**src/rtl/fifo_writer_helper_if.sv**
```systemverilog
// Byte-in / word-out handshake bundle for fifo_writer_helper.
// master: the side that drives the frame (request, bytes, FIFO full flag).
// slave : the packer itself.
interface fifo_writer_helper_if #(
  parameter int LEN_W = 6
);
  logic             Write_Request;
  logic [LEN_W-1:0] i_TX_BUFFER_LENGTH;
  logic [7:0]       i_byte;
  logic             i_byte_valid;
  logic             o_byte_ready;
  logic             i_FIFO_full;
  logic [31:0]      o_FIFO_din;
  logic             o_FIFO_wr_en;
  logic             o_busy;
  logic             o_done;
  logic [1:0]       Pack_Counter;

  modport master (
    output Write_Request, i_TX_BUFFER_LENGTH, i_byte, i_byte_valid, i_FIFO_full,
    input  o_byte_ready, o_FIFO_din, o_FIFO_wr_en, o_busy, o_done, Pack_Counter
  );

  modport slave (
    input  Write_Request, i_TX_BUFFER_LENGTH, i_byte, i_byte_valid, i_FIFO_full,
    output o_byte_ready, o_FIFO_din, o_FIFO_wr_en, o_busy, o_done, Pack_Counter
  );
endinterface

```
**src/rtl/fifo_writer_helper.sv**
```systemverilog
// fifo_writer_helper: packs a length-framed byte stream little-endian into
// 32-bit words (byte 0 in [7:0]) and writes each word into the TX/RCC FIFO.
// Optional build macro FIFO_WRITER_PAD_EN: unused lanes of a final partial
// word carry PAD_BYTE instead of 8'h00.

// One byte lane of the word register: reloaded with the fill value at the
// start of each word, written once when its byte arrives.
module fifo_writer_helper_lane (
  input  logic       CLK,
  input  logic       RESETn,
  input  logic       clr,
  input  logic       load,
  input  logic [7:0] fill,
  input  logic [7:0] d,
  output logic [7:0] q
);
  // Lane storage; clear and load never coincide (different FSM states).
  always_ff @(posedge CLK or negedge RESETn) begin
    if (!RESETn)   q <= '0;
    else if (clr)  q <= fill;
    else if (load) q <= d;
  end
endmodule

module fifo_writer_helper #(
  parameter int         LEN_W    = 6,
  parameter logic [7:0] PAD_BYTE = 8'h00
) (
  input logic                 CLK,
  input logic                 RESETn,
  fifo_writer_helper_if.slave bus
);
  localparam int NUM_LANES = 4;

`ifdef FIFO_WRITER_PAD_EN
  localparam logic [7:0] FILL = PAD_BYTE;
`else
  // Padding disabled: fill is forced to zero whatever PAD_BYTE says.
  localparam logic [7:0] FILL = PAD_BYTE & 8'h00;
`endif

  typedef enum logic [1:0] {W_IDLE, W_PACK, W_WRITE, W_DONE} wstate_t;

  wstate_t                        st, nxt;
  logic [LEN_W-1:0]               len_q;
  logic [LEN_W-1:0]               byte_cnt;
  logic [LEN_W-1:0]               byte_cnt_inc;
  logic [1:0]                     pack_cnt;
  logic [NUM_LANES-1:0][7:0]      lane_q;
  logic [NUM_LANES-1:0]           lane_ld;
  logic                           start;
  logic                           accept;
  logic                           wr_en;
  logic                           ready;
  logic                           word_clr;

  // byte_cnt < len_q whenever a byte is accepted, so this never overflows.
  assign byte_cnt_inc = byte_cnt + LEN_W'(1);

  // State register.
  always_ff @(posedge CLK or negedge RESETn) begin
    if (!RESETn) st <= W_IDLE;
    else         st <= nxt;
  end

  // Next-state and handshake decode.
  always_comb begin
    nxt    = st;
    ready  = 1'b0;
    wr_en  = 1'b0;
    accept = 1'b0;
    start  = 1'b0;
    case (st)
      W_IDLE: begin
        if (bus.Write_Request) begin
          start = 1'b1;
          nxt   = (bus.i_TX_BUFFER_LENGTH == '0) ? W_DONE : W_PACK;
        end
      end
      W_PACK: begin
        ready = 1'b1;
        if (bus.i_byte_valid) begin
          accept = 1'b1;
          // Word is complete on lane 3 or on the frame's last byte.
          if (pack_cnt == 2'd3 || byte_cnt_inc == len_q) nxt = W_WRITE;
        end
      end
      W_WRITE: begin
        wr_en = ~bus.i_FIFO_full;
        if (!bus.i_FIFO_full) nxt = (byte_cnt < len_q) ? W_PACK : W_DONE;
      end
      W_DONE:  nxt = W_IDLE;
      default: nxt = W_IDLE;
    endcase
  end

  // A fresh word starts on frame accept and after every completed write.
  assign word_clr = start | wr_en;

  // Frame length and byte/lane counters.
  always_ff @(posedge CLK or negedge RESETn) begin
    if (!RESETn) begin
      len_q    <= '0;
      byte_cnt <= '0;
      pack_cnt <= '0;
    end else if (start) begin
      len_q    <= bus.i_TX_BUFFER_LENGTH;
      byte_cnt <= '0;
      pack_cnt <= '0;
    end else if (accept) begin
      byte_cnt <= byte_cnt_inc;
      pack_cnt <= pack_cnt + 2'd1;
    end
  end

  for (genvar i = 0; i < NUM_LANES; i++) begin : g_lane
    assign lane_ld[i] = accept && (pack_cnt == 2'(i));
    fifo_writer_helper_lane u_lane (
      .CLK    (CLK),
      .RESETn (RESETn),
      .clr    (word_clr),
      .load   (lane_ld[i]),
      .fill   (FILL),
      .d      (bus.i_byte),
      .q      (lane_q[i])
    );
  end

  assign bus.o_FIFO_din   = lane_q;
  assign bus.o_FIFO_wr_en = wr_en;
  assign bus.o_byte_ready = ready;
  assign bus.o_busy       = (st != W_IDLE);
  assign bus.o_done       = (st == W_DONE);
  assign bus.Pack_Counter = pack_cnt;
endmodule
```
**src/flat_wrapper.sv**
```systemverilog
// flat-port wrapper written by rule: the top's interface ports become plain ports
module fifo_writer_helper_flat 
#(
  parameter int         LEN_W    = 6,
  parameter logic [7:0] PAD_BYTE = 8'h00
)
  (CLK, RESETn, bus_Write_Request, bus_i_TX_BUFFER_LENGTH, bus_i_byte, bus_i_byte_valid, bus_i_FIFO_full, bus_o_byte_ready, bus_o_FIFO_din, bus_o_FIFO_wr_en, bus_o_busy, bus_o_done, bus_Pack_Counter);
  fifo_writer_helper_if #(.LEN_W(LEN_W)) bus_i ();
  input logic CLK;
  input logic RESETn;
  input wire logic [$bits(bus_i.Write_Request)-1:0] bus_Write_Request;
  input wire logic [$bits(bus_i.i_TX_BUFFER_LENGTH)-1:0] bus_i_TX_BUFFER_LENGTH;
  input wire logic [$bits(bus_i.i_byte)-1:0] bus_i_byte;
  input wire logic [$bits(bus_i.i_byte_valid)-1:0] bus_i_byte_valid;
  input wire logic [$bits(bus_i.i_FIFO_full)-1:0] bus_i_FIFO_full;
  output wire logic [$bits(bus_i.o_byte_ready)-1:0] bus_o_byte_ready;
  output wire logic [$bits(bus_i.o_FIFO_din)-1:0] bus_o_FIFO_din;
  output wire logic [$bits(bus_i.o_FIFO_wr_en)-1:0] bus_o_FIFO_wr_en;
  output wire logic [$bits(bus_i.o_busy)-1:0] bus_o_busy;
  output wire logic [$bits(bus_i.o_done)-1:0] bus_o_done;
  output wire logic [$bits(bus_i.Pack_Counter)-1:0] bus_Pack_Counter;
  assign bus_i.Write_Request = bus_Write_Request;
  assign bus_i.i_TX_BUFFER_LENGTH = bus_i_TX_BUFFER_LENGTH;
  assign bus_i.i_byte = bus_i_byte;
  assign bus_i.i_byte_valid = bus_i_byte_valid;
  assign bus_i.i_FIFO_full = bus_i_FIFO_full;
  assign bus_o_byte_ready = bus_i.o_byte_ready;
  assign bus_o_FIFO_din = bus_i.o_FIFO_din;
  assign bus_o_FIFO_wr_en = bus_i.o_FIFO_wr_en;
  assign bus_o_busy = bus_i.o_busy;
  assign bus_o_done = bus_i.o_done;
  assign bus_Pack_Counter = bus_i.Pack_Counter;
  fifo_writer_helper #(.LEN_W(LEN_W), .PAD_BYTE(PAD_BYTE)) u_core (.CLK(CLK), .RESETn(RESETn), .bus(bus_i));
endmodule
```
**config.mk**
```make
export PLATFORM = sky130hd
export DESIGN_NAME = fifo_writer_helper_flat
export DESIGN_NICKNAME = d
export VERILOG_FILES = /design/src/rtl/fifo_writer_helper_if.sv /design/src/rtl/fifo_writer_helper.sv /design/src/flat_wrapper.sv
export SDC_FILE = /design/constraint.sdc
export NUM_CORES = 1
export LEC_CHECK = 0
export BUFFER_PORTS_ARGS = -buffer_cell sky130_fd_sc_hd__buf_2
export CORE_MARGIN = 2
export CORE_UTILIZATION = 55
export CTS_BUF_LIST = sky130_fd_sc_hd__clkbuf_4
export CTS_CLUSTER_DIAMETER = 100
export DETAILED_ROUTE_END_ITERATION = 7
export GPL_TIMING_DRIVEN = 0
export PLACE_DENSITY_LB_ADDON = 0.05
export SLEW_MARGIN = 30
export SYNTH_ARGS = -nofsm -noshare
export SYNTH_HDL_FRONTEND = slang
export SYNTH_SLANG_ARGS = --single-unit
```
**constraint.sdc**
```tcl
create_clock -name CLK -period 2.4 [get_ports CLK]
set_input_delay 0.6 -clock CLK [delete_from_list [all_inputs] [get_ports CLK]]
set_output_delay 0.6 -clock CLK [all_outputs]
set_load 0.005 [all_outputs]
```
==> impl_results.md, run 1 <==
- Status: finished, final reports clean
- Max H-tree Level: 2
- Top cells by count, synth: 78 x nand2_1, 48 x dfrtp_1, 33 x a21oi_1
- Internal Power: between 1.5 and 2 mW
- Synth top area cells: dfrtp_1 52%, nand2_1 13%, a21oi_1 7.1%, ha_1 5.9%, o21ai_0 3.0%
- Full die area: ~4800 um2
- CTS buffer count: 5
- Maxcap violations: 0
- Detail Route Antenna Nets: 0
- Antenna violations before repair: 0
- Drc violations: 0
- Synth Register Bits: 48
- Post-placement setup slack: approximately 220 ps
- GRT overflow: 0
- Final setup violation count: 0
- Most numerous cell in the Yosys netlist: nand2_1
- Mapped Cells: about 260
- Worst endpoint required time: 1800 ps
- Worst vdd ir: about 0.63 mV
- Setup ws final: between 400 and 500 ps
- Final hold violation count: 0
- Crit path capture type: output port
- Fin crit share: between 80% and 90%
- Slew Viols, Final: 0
- R2R Path End: u_core.st[1]
- # hold bufs at CTS: 0
- DR vias: 1966
- Crit path DAT: ~1400 ps
- WS Path Type: reg -> out
- Register-to-register setup slack: 500 ps
- Total GRT Usage: about a quarter
- Placer Congestion: just over 0.8
- Max Freq: roughly 500 MHz
- Syn Nets: 287
- Vias/cell: 5.33
- WL final: 5.29 mm
- Comb power frac: about two fifths
- Vert. Die Dim: 68.9 um
- Switching part of the total power: 37.2%
- Startpoint Class: flip-flop
- IO Count: 57
- Unrepaired setup endpoints after global routing: false
- Fraction of the yosys area taken by sequential cells: between 50 and 60%
- Number of I/O port buffers: 55
- Slew at the pin closest to its max-slew limit: around 600 ps
- Power Density: 1130 nW/um2
- Clock period minus worst slack: 2000 ps
- Syn_area_per_cell: roughly 9.0 um2
- Vias in the first global route: between 1500 and 2000
- Worst-skew pair later-pin latency: 370 ps
- DR pass1 iterations: 4
- Antenna Cells: 0
- Worst hold path class: in -> async
- Number of flops mapped to enable cells by yosys: 0
- First-pass GRT wire length: 8.57 mm
- Core Area: around 4000 um2
- Clock power frac: 18.5%
- Critical Path Fanout Max: 10
- Proportion of layout cells with a drive suffix above 1: about 22%
- CTS tree: built
- Slew HR: between 50% and 60%
- Site Rows: 23
- Clk root buf: clkbuf_4
- Post-synthesis async set-or-reset flop share: between 90% and 100%
- Sequential share of power: 41.8%
- Initial DRC Count: 148
- Synth Cell Area: 2320 um2
- Initial Util: 57.6%
- P&R area growth vs syn: 19.1%
- Max Root-Sink Buffers: 2
- Layout Nets: roughly 350
- Total power: around 3.1 mW
- Die Wd: roughly 69 um
- Post_cts resized: 0
- Area leader, netlist: dfrtp_1
- HPWL after detailed placement: slightly below 4 mm
- RR Startpoint: u_core.byte_cnt[0]
- TNS Setup: 0 ps
- Post-synth top area share: between 50% and 60%
- Clock sink count: 48
- Clk slew on worst S/H paths: around 140 ps
- Psw: around 1.2 mW
- Pin count of the biggest net entering global routing: between 40 and 50
- Synth Flop Type: dfrtp_1
- Reg2Reg Depth: 5
- Buffer count from post-CTS setup fixing: 0
- Synth warnings: 0
- WL/cell: about 14 um
- P_leak: around 1.4 nW
- Library cells used by synthesis: 33
- Max Clock Skew: between 15 and 20 ps
[worst max path at each step]
stage	slack (ps)	to	depth (start not counted)	startpoint
after global placement	240	u_core.st[1]	6	bus_i_byte_valid
after CTS	280	u_core.st[1]	6	u_core.bus.Pack_Counter[0]
after detailed placement	220	u_core.st[1]	6	bus_i_byte_valid
after global routing	310	bus_o_byte_ready	3	u_core.st[1]
after floorplan	610	u_core.st[1]	5	bus_i_TX_BUFFER_LENGTH[2]
final	400	bus_o_byte_ready	3	u_core.st[1]
[worst max-delay path: stages, from the launching register on]
cell     delay (ps)
dfrtp_1         460
nor2b_1         180
buf_2           240
buf_2           150
[placed cells by master, fill, tap and decap left out, drive strengths merged, types with 5 or more instances in the layout]
cell type	instances
clkbuf	11
a21oi	33
dfrtp	48
ha	11
and3	6
buf	60
o21ai	14
inv	11
nand2	78
nor2b	5
nor2	5
[final cells by class]
| class | instances | area (um2) |
|---|---|---|
| sequential | 48 | 1200 |
| buffer | 11 | 50.0 |
| timing repair buffer | 55 | 278 |
| inverter | 11 | 41.3 |
| tap | 50 | 62.6 |
| clock inverter | 2 | 60.1 |
| fill | 327 | 1270 |
| clock buffer | 5 | 37.5 |
| multi-input combinational | 187 | 1030 |
[state kept, by name (all words and copies together), names as in the netlist]
register                 flops
u_core.bus.Pack_Counter      2
u_core.byte_cnt              6
u_core.g_lane.u_lane.q      32
u_core.st                    2
u_core.len_q                 6
[stage by stage]
stage	area, um2	util, %	instances	hold slack, ps
floorplan	2320	-	257	304
global placement	2660	66.0	362	498
detailed placement	2660	66.0	362	510
CTS	2760	68.4	369	230
global route	2760	68.6	369	255
finish	2760	68.6	369	212
[layer usage]
| metal | global-route usage (%) | share of wire, % | up-vias |
|---|---|---|---|
| met5 | 0 | 0 | - |
| li1 | - | - | 988 |
| met2 | 33.4 | 42 | 70 |
| met4 | 7.35 | 1.3 | 0 |
| met1 | 39.0 | 49 | 903 |
| met3 | 6.17 | 7.3 | 5 |
[logic make-up after synthesis]
family / count (synthesis) / share of synthesized area (%)
simple gates: 109 / 20.6
buf+inv: 22 / 3.94
compound gates: 60 / 15.0
fa+ha+maj: 11 / 5.93
xor+xnor: 6 / 2.27
mux: 1 / 0.485
flops: 48 / 51.8
[power by group through the flow]
stage	registers [mW]	clock network (mW)	logic, mW
2_1_floorplan	1.30	0	0.791
3_3_place_gp	1.31	0	1.22
3_5_place_dp	1.32	0	1.25
4_1_cts	1.30	0.586	1.25
5_1_grt	1.35	0.613	1.45
6_report	1.31	0.578	1.24
Power figures use the tool's default switching activity.
==> run 2: changes to the inputs <==
- CORE_UTILIZATION: 55 -> 50
- clock period: 2.4 -> 1.65 ns (I/O delays scaled with it)
==> impl_results.md, run 2 (synthesized netlist as in run 1, its figures left out) <==
- Initial DRC Count: approximately 120
- Clock power frac: 14.7%
- HPWL after detailed placement: slightly below 4 mm
- Slew at the pin closest to its max-slew limit: roughly 620 ps
- Proportion of layout cells with a drive suffix above 1: around a third
- Drc violations: 0
- Clk slew on worst S/H paths: 150 ps
- Power Density: between 1500 and 2000 nW/um2
- Setup ws final: -104 ps
- WS Path Type: reg -> out
- Pin count of the biggest net entering global routing: 49
- Vias/cell: 5.36
- Maxcap violations: 0
- Max reg flops: 32
- Worst endpoint required time: about 1200 ps
- Detail Route Antenna Nets: 0
- Core Area: about 4400 um2
- Total GRT Usage: approximately 23%
- Clock period minus worst slack: about 1800 ps
- Max Freq: 570 MHz
- GRT overflow: 0
- Commonest non-fill, non-tap cell in the layout: nand2_1
- Final setup violation count: 4
- Crit path DAT: 1340 ps
- Final hold violation count: 0
- Die Wd: approximately 72 um
- Worst vdd ir: 0.938 mV
- Psw: about 1.9 mW
- Top Registers: u_core.g_lane.u_lane.q: 32 flops, u_core.byte_cnt: 6 flops, u_core.len_q: 6 flops
- Most frequent cells in the layout: 75 x nand2_1, 53 x buf_2, 47 x dfrtp_1
- Placer Congestion: 0.780
- Comb power frac: around 46%
- Biggest register: u_core.g_lane.u_lane.q
- Register-to-register setup slack: -90 ps
- Clock sink count: 48
- DR vias: between 2000 and 2500
- Clk root buf: clkbuf_4
- RR Startpoint: u_core.st[1]
- Slew Viols, Final: 0
- Antenna violations before repair: 0
- Unrepaired setup endpoints after global routing: true
- CTS tree: built
- Fin util: between 60% and 70%
- Post-route cell area: 2950 um2
- Number of I/O port buffers: 55
- DR pass1 iterations: 4
- Startpoint Class: flip-flop
- CTS buffer count: 5
- Crit path capture type: output port
- Max H-tree Level: 2
- First-pass GRT wire length: ~9 mm
- WL/cell: roughly 15 um
- Vias in the first global route: 1845
- Layout Nets: ~350
- R2R Path End: u_core.st[1]
- Sequential share of power: around 39%
- Slew HR: around three fifths
- Worst-skew pair later-pin latency: 370 ps
- Vert. Die Dim: just over 70 um
- IO Count: 57
- Worst hold path class: in -> async
- Reg2Reg Depth: 5
- P&R area growth vs syn: 27.0%
- Failing checks: setup timing
- TNS Setup: -296 ps
- Initial Util: between 50% and 60%
- Fill count: ~380
- Placement Cell Area: approximately 2700 um2
- Full die area: approximately 5200 um2
- Max Clock Skew: ~14 ps
- Internal Power: 2.97 mW
- Site Rows: 24
- Max Root-Sink Buffers: 2
- Critical Path Fanout Max: 5
- P_leak: roughly 1.5 nW
- Fin crit share: 106%
- Status: finished, violations left
- # hold bufs at CTS: 0
- WL final: around 5.7 mm
- Switching part of the total power: around two fifths
- Antenna Cells: 0
run 2: cell count changes in the layout (fill, tap and decap cells not counted), sizes merged:
| cell | before | now |
|---|---|---|
| clkbuf | 11 | 9 |
| clkinv | 0 | 2 |
| buf | 60 | 67 |
| bufinv | 2 | 1 |
run 2: worst max path at each step:
stage	cells after the start	slack, ps	from	end
after global routing	5	-200	u_core.st[1]	u_core.st[1]
after floorplan	6	2	u_core.bus.Pack_Counter[0]	u_core.st[1]
after global placement	6	-390	u_core.bus.Pack_Counter[0]	u_core.st[1]
after CTS	6	-80	u_core.bus.Pack_Counter[0]	u_core.st[1]
final	3	-100	u_core.st[0]	bus_o_byte_ready
after detailed placement	6	-380	u_core.bus.Pack_Counter[0]	u_core.st[1]
run 2: final cells by class:
cell class	instances	area, um2	area share [%]
well taps	52	65.1	2.21
flip-flops and latches	48	1200	40.8
clock inverters	3	42.5	1.44
repair buffers	62	349	11.8
multi-input cells	187	1150	39.1
plain buffers	9	57.6	1.95
inverters	11	41.3	1.40
clock buffers	5	37.5	1.27
run 2: power groups by stage:
stage / Clock, mW / Combinational [mW] / Sequential (mW)
after CTS: 0.728 / 2.15 / 1.87
final: 0.714 / 2.23 / 1.90
after global placement: 0 / 1.78 / 1.91
after global routing: 0.774 / 2.50 / 1.95
after floorplan: 0 / 1.16 / 1.89
after detailed placement: 0 / 1.84 / 1.91
run 2: stage by stage:
stage	worst slack, ps	cells	power (mW)	hold slack (ps)
after floorplan	1.63	257	3.05	117
after global placement	-386	364	3.69	505
after detailed placement	-385	364	3.75	476
after CTS	-75.2	376	4.76	53.3
after global routing	-201	377	5.23	70.6
final	-104	377	4.85	29.4
run 2: critical path, cell delays in order (launching register included):
cell and delay, ps:
dfrtp_1 460, nor2b_1 220, buf_4 190, buf_6 100
run 2: what timing repair did:
action | 4_1_cts | 5_1_grt
pin swaps | 1 | 6
setup buffers | 6 | 1
cloned | 0 | 0
gates resized for setup | 19 | 18
setup endpoints to repair | 43 | 40
run 2: layer usage:
| layer | vias to the layer above | GRT usage, % | wire, um |
|---|---|---|---|
| li1 | 998 | - | - |
| met1 | 954 | 36.6 | 2820 |
| met2 | 62 | 31.9 | 2420 |
| met3 | 7 | 3.61 | 353 |
| met4 | 0 | 6.92 | 71 |
| met5 | - | 0 | 0 |
==> run 3: changes to the inputs <==
- GPL_TIMING_DRIVEN: 0 -> not set
==> impl_results.md, run 3 (synthesized netlist as in run 1, its figures left out) <==
- Status: finished, violations left
- Failing checks: hold timing, setup timing
- Critical Path Fanout Max: 6
- Maxcap violations: 0
- Site Rows: 24
- P_leak: ~1.5 nW
- Clock sink count: 48
- Crit path from: u_core.st[1]
- Non-Filler Instances: a little under 400
- Worst hold path class: in -> async
- Clock period minus worst slack: approximately 1700 ps
- Full die area: approximately 5200 um2
- CTS tree: built
- CTS buffer count: 5
- CP max stage delay: 460 ps
- Number of I/O port buffers: 56
- Drc violations: 0
- Pin count of the biggest net entering global routing: a little under 50
- Unrepaired setup endpoints after global routing: true
- Reg2Reg Depth: 4
- P&R area growth vs syn: 27.5%
- Detail Route Antenna Nets: 0
- Antenna violations before repair: 0
- Vias in the first global route: between 1500 and 2000
- Antenna Cells: 0
- Worst-skew pair later-pin latency: 370 ps
- Slowest CP cell: dfrtp_1
- Layout Nets: 362
- Commonest non-fill, non-tap cell in the layout: nand2_1
- Biggest register: u_core.g_lane.u_lane.q
- RR Startpoint: u_core.byte_cnt[4]
- Power Density: 1570 nW/um2
- Fin crit share: 102%
- Vert. Die Dim: approximately 70 um
- Clk slew on worst S/H paths: 150 ps
- Final hold violation count: 9
- Slew HR: 77.7%
- Crit path capture type: output port
- Crit path cell chain: nor2b_4 > nor2b_4 > buf_2
- WL/cell: about 15 um
- DR pass1 iterations: 4
- Placed Cells: roughly 370
- Final setup violation count: 3
- HPWL after detailed placement: around 3.9 mm
- # hold bufs at CTS: 0
- GRT overflow: 0
- Max Clock Skew: ~7.6 ps
- IO Count: 57
- Max Root-Sink Buffers: 2
- R2R Path End: u_core.st[1]
- Placer Congestion: between 0.8 and 0.9
- Max reg flops: 32
- Hold Slack: -18.3 ps
- Max Freq: slightly below 600 MHz
- Worst endpoint required time: around 1200 ps
- Crit path DAT: ~1300 ps
- Cell seen most often among critical-path stages: nor2b_4
- Die Wd: a little over 70 um
- Slew Viols, Final: 0
- WL final: ~5.6 mm
- Setup ws final: -30.5 ps
- Most frequent cells in the layout: 75 x nand2_1, 55 x buf_2, 46 x dfrtp_1
- Proportion of layout cells with a drive suffix above 1: between 30% and 40%
- Vias/cell: 5.13
- Top Registers: u_core.g_lane.u_lane.q: 32 flops, u_core.byte_cnt: 6 flops, u_core.len_q: 6 flops
- Clk root buf: clkbuf_4
- Startpoint Class: flip-flop
- DR vias: roughly 2000
- Max H-tree Level: 2
- WS Path Type: reg -> out
- Worst vdd ir: between 0.9 and 1 mV
- Total GRT Usage: between 20% and 30%
- First-pass GRT wire length: around 9.1 mm
- Register-to-register setup slack: -30 ps
- Core Area: between 4000 and 5000 um2
- Slew at the pin closest to its max-slew limit: about 330 ps
- Initial Util: a little over half
- Initial DRC Count: about 110
- Setup crit end: bus_o_FIFO_wr_en
## run 3: area by class of cell
cell class                      instances  area (um2)
Multi-Input combinational cell        187        1110
Sequential cell                        48        1200
Timing Repair Buffer                   79         475
Tap cell                               52        65.1
Clock buffer                            5        37.5
Inverter                               11        41.3
Fill cell                             393        1460
Clock inverter                          3        18.8
## run 3: power by group
group | switching, mW | total (mW) | internal, mW | leakage (nW)
Combinational | 1.12 | 2.17 | 1.05 | 0.822
Clock | 0.403 | 0.564 | 0.161 | 0.0249
Sequential | 0.316 | 1.91 | 1.59 | 0.633
## run 3: per-layer routing
metal | vias to the layer above | wire length, um | GRT usage [%]
met5 | - | 0 | 0
met4 | 0 | 68 | 6.92
met3 | 8 | 348 | 3.61
met2 | 55 | 2270 | 30.2
met1 | 902 | 2920 | 37.8
li1 | 1010 | - | -
## run 3: repair_timing
item / CTS / global route
buffers inserted: 4 / 0
gates cloned: 0 / 0
resized for setup: 12 / 12
endpoints found under the setup margin: 4 / 39
pin swaps: 4 / 0
hold endpoints to repair: 0 / 0
## run 3: how the worst min path moves through the flow
stage | start | to | slack [ps] | depth (start not counted)
after floorplan | RESETn | u_core.bus.Pack_Counter[0] | 120 | 0
after global placement | RESETn | u_core.len_q[2] | 420 | 2
after detailed placement | RESETn | u_core.len_q[4] | 420 | 2
after CTS | RESETn | u_core.g_lane[0].u_lane.q[7] | 9 | 2
after global routing | RESETn | u_core.len_q[4] | 6 | 2
final | RESETn | u_core.len_q[4] | -20 | 2
## run 3: metrics by stage
stage / area [um2] / util, % / total power, mW / worst slack, ps / setup TNS, ps
finish: 2960 / 67.0 / 4.64 / -30.5 / -83.7
CTS: 2920 / 66.2 / 4.61 / -38.0 / -74.0
global route: 2960 / 67.0 / 5.02 / -124 / -523
floorplan: 2320 / - / 3.05 / 1.63 / 0
global placement: 2770 / 62.8 / 3.82 / -121 / -155
detailed placement: 2770 / 62.8 / 3.87 / -210 / -290
## run 3: critical path, delay by kind of cell (launching register included)
family / cells / cell delay, ps
simple gates: 2 / 330
flops: 1 / 460
buf+inv: 1 / 110
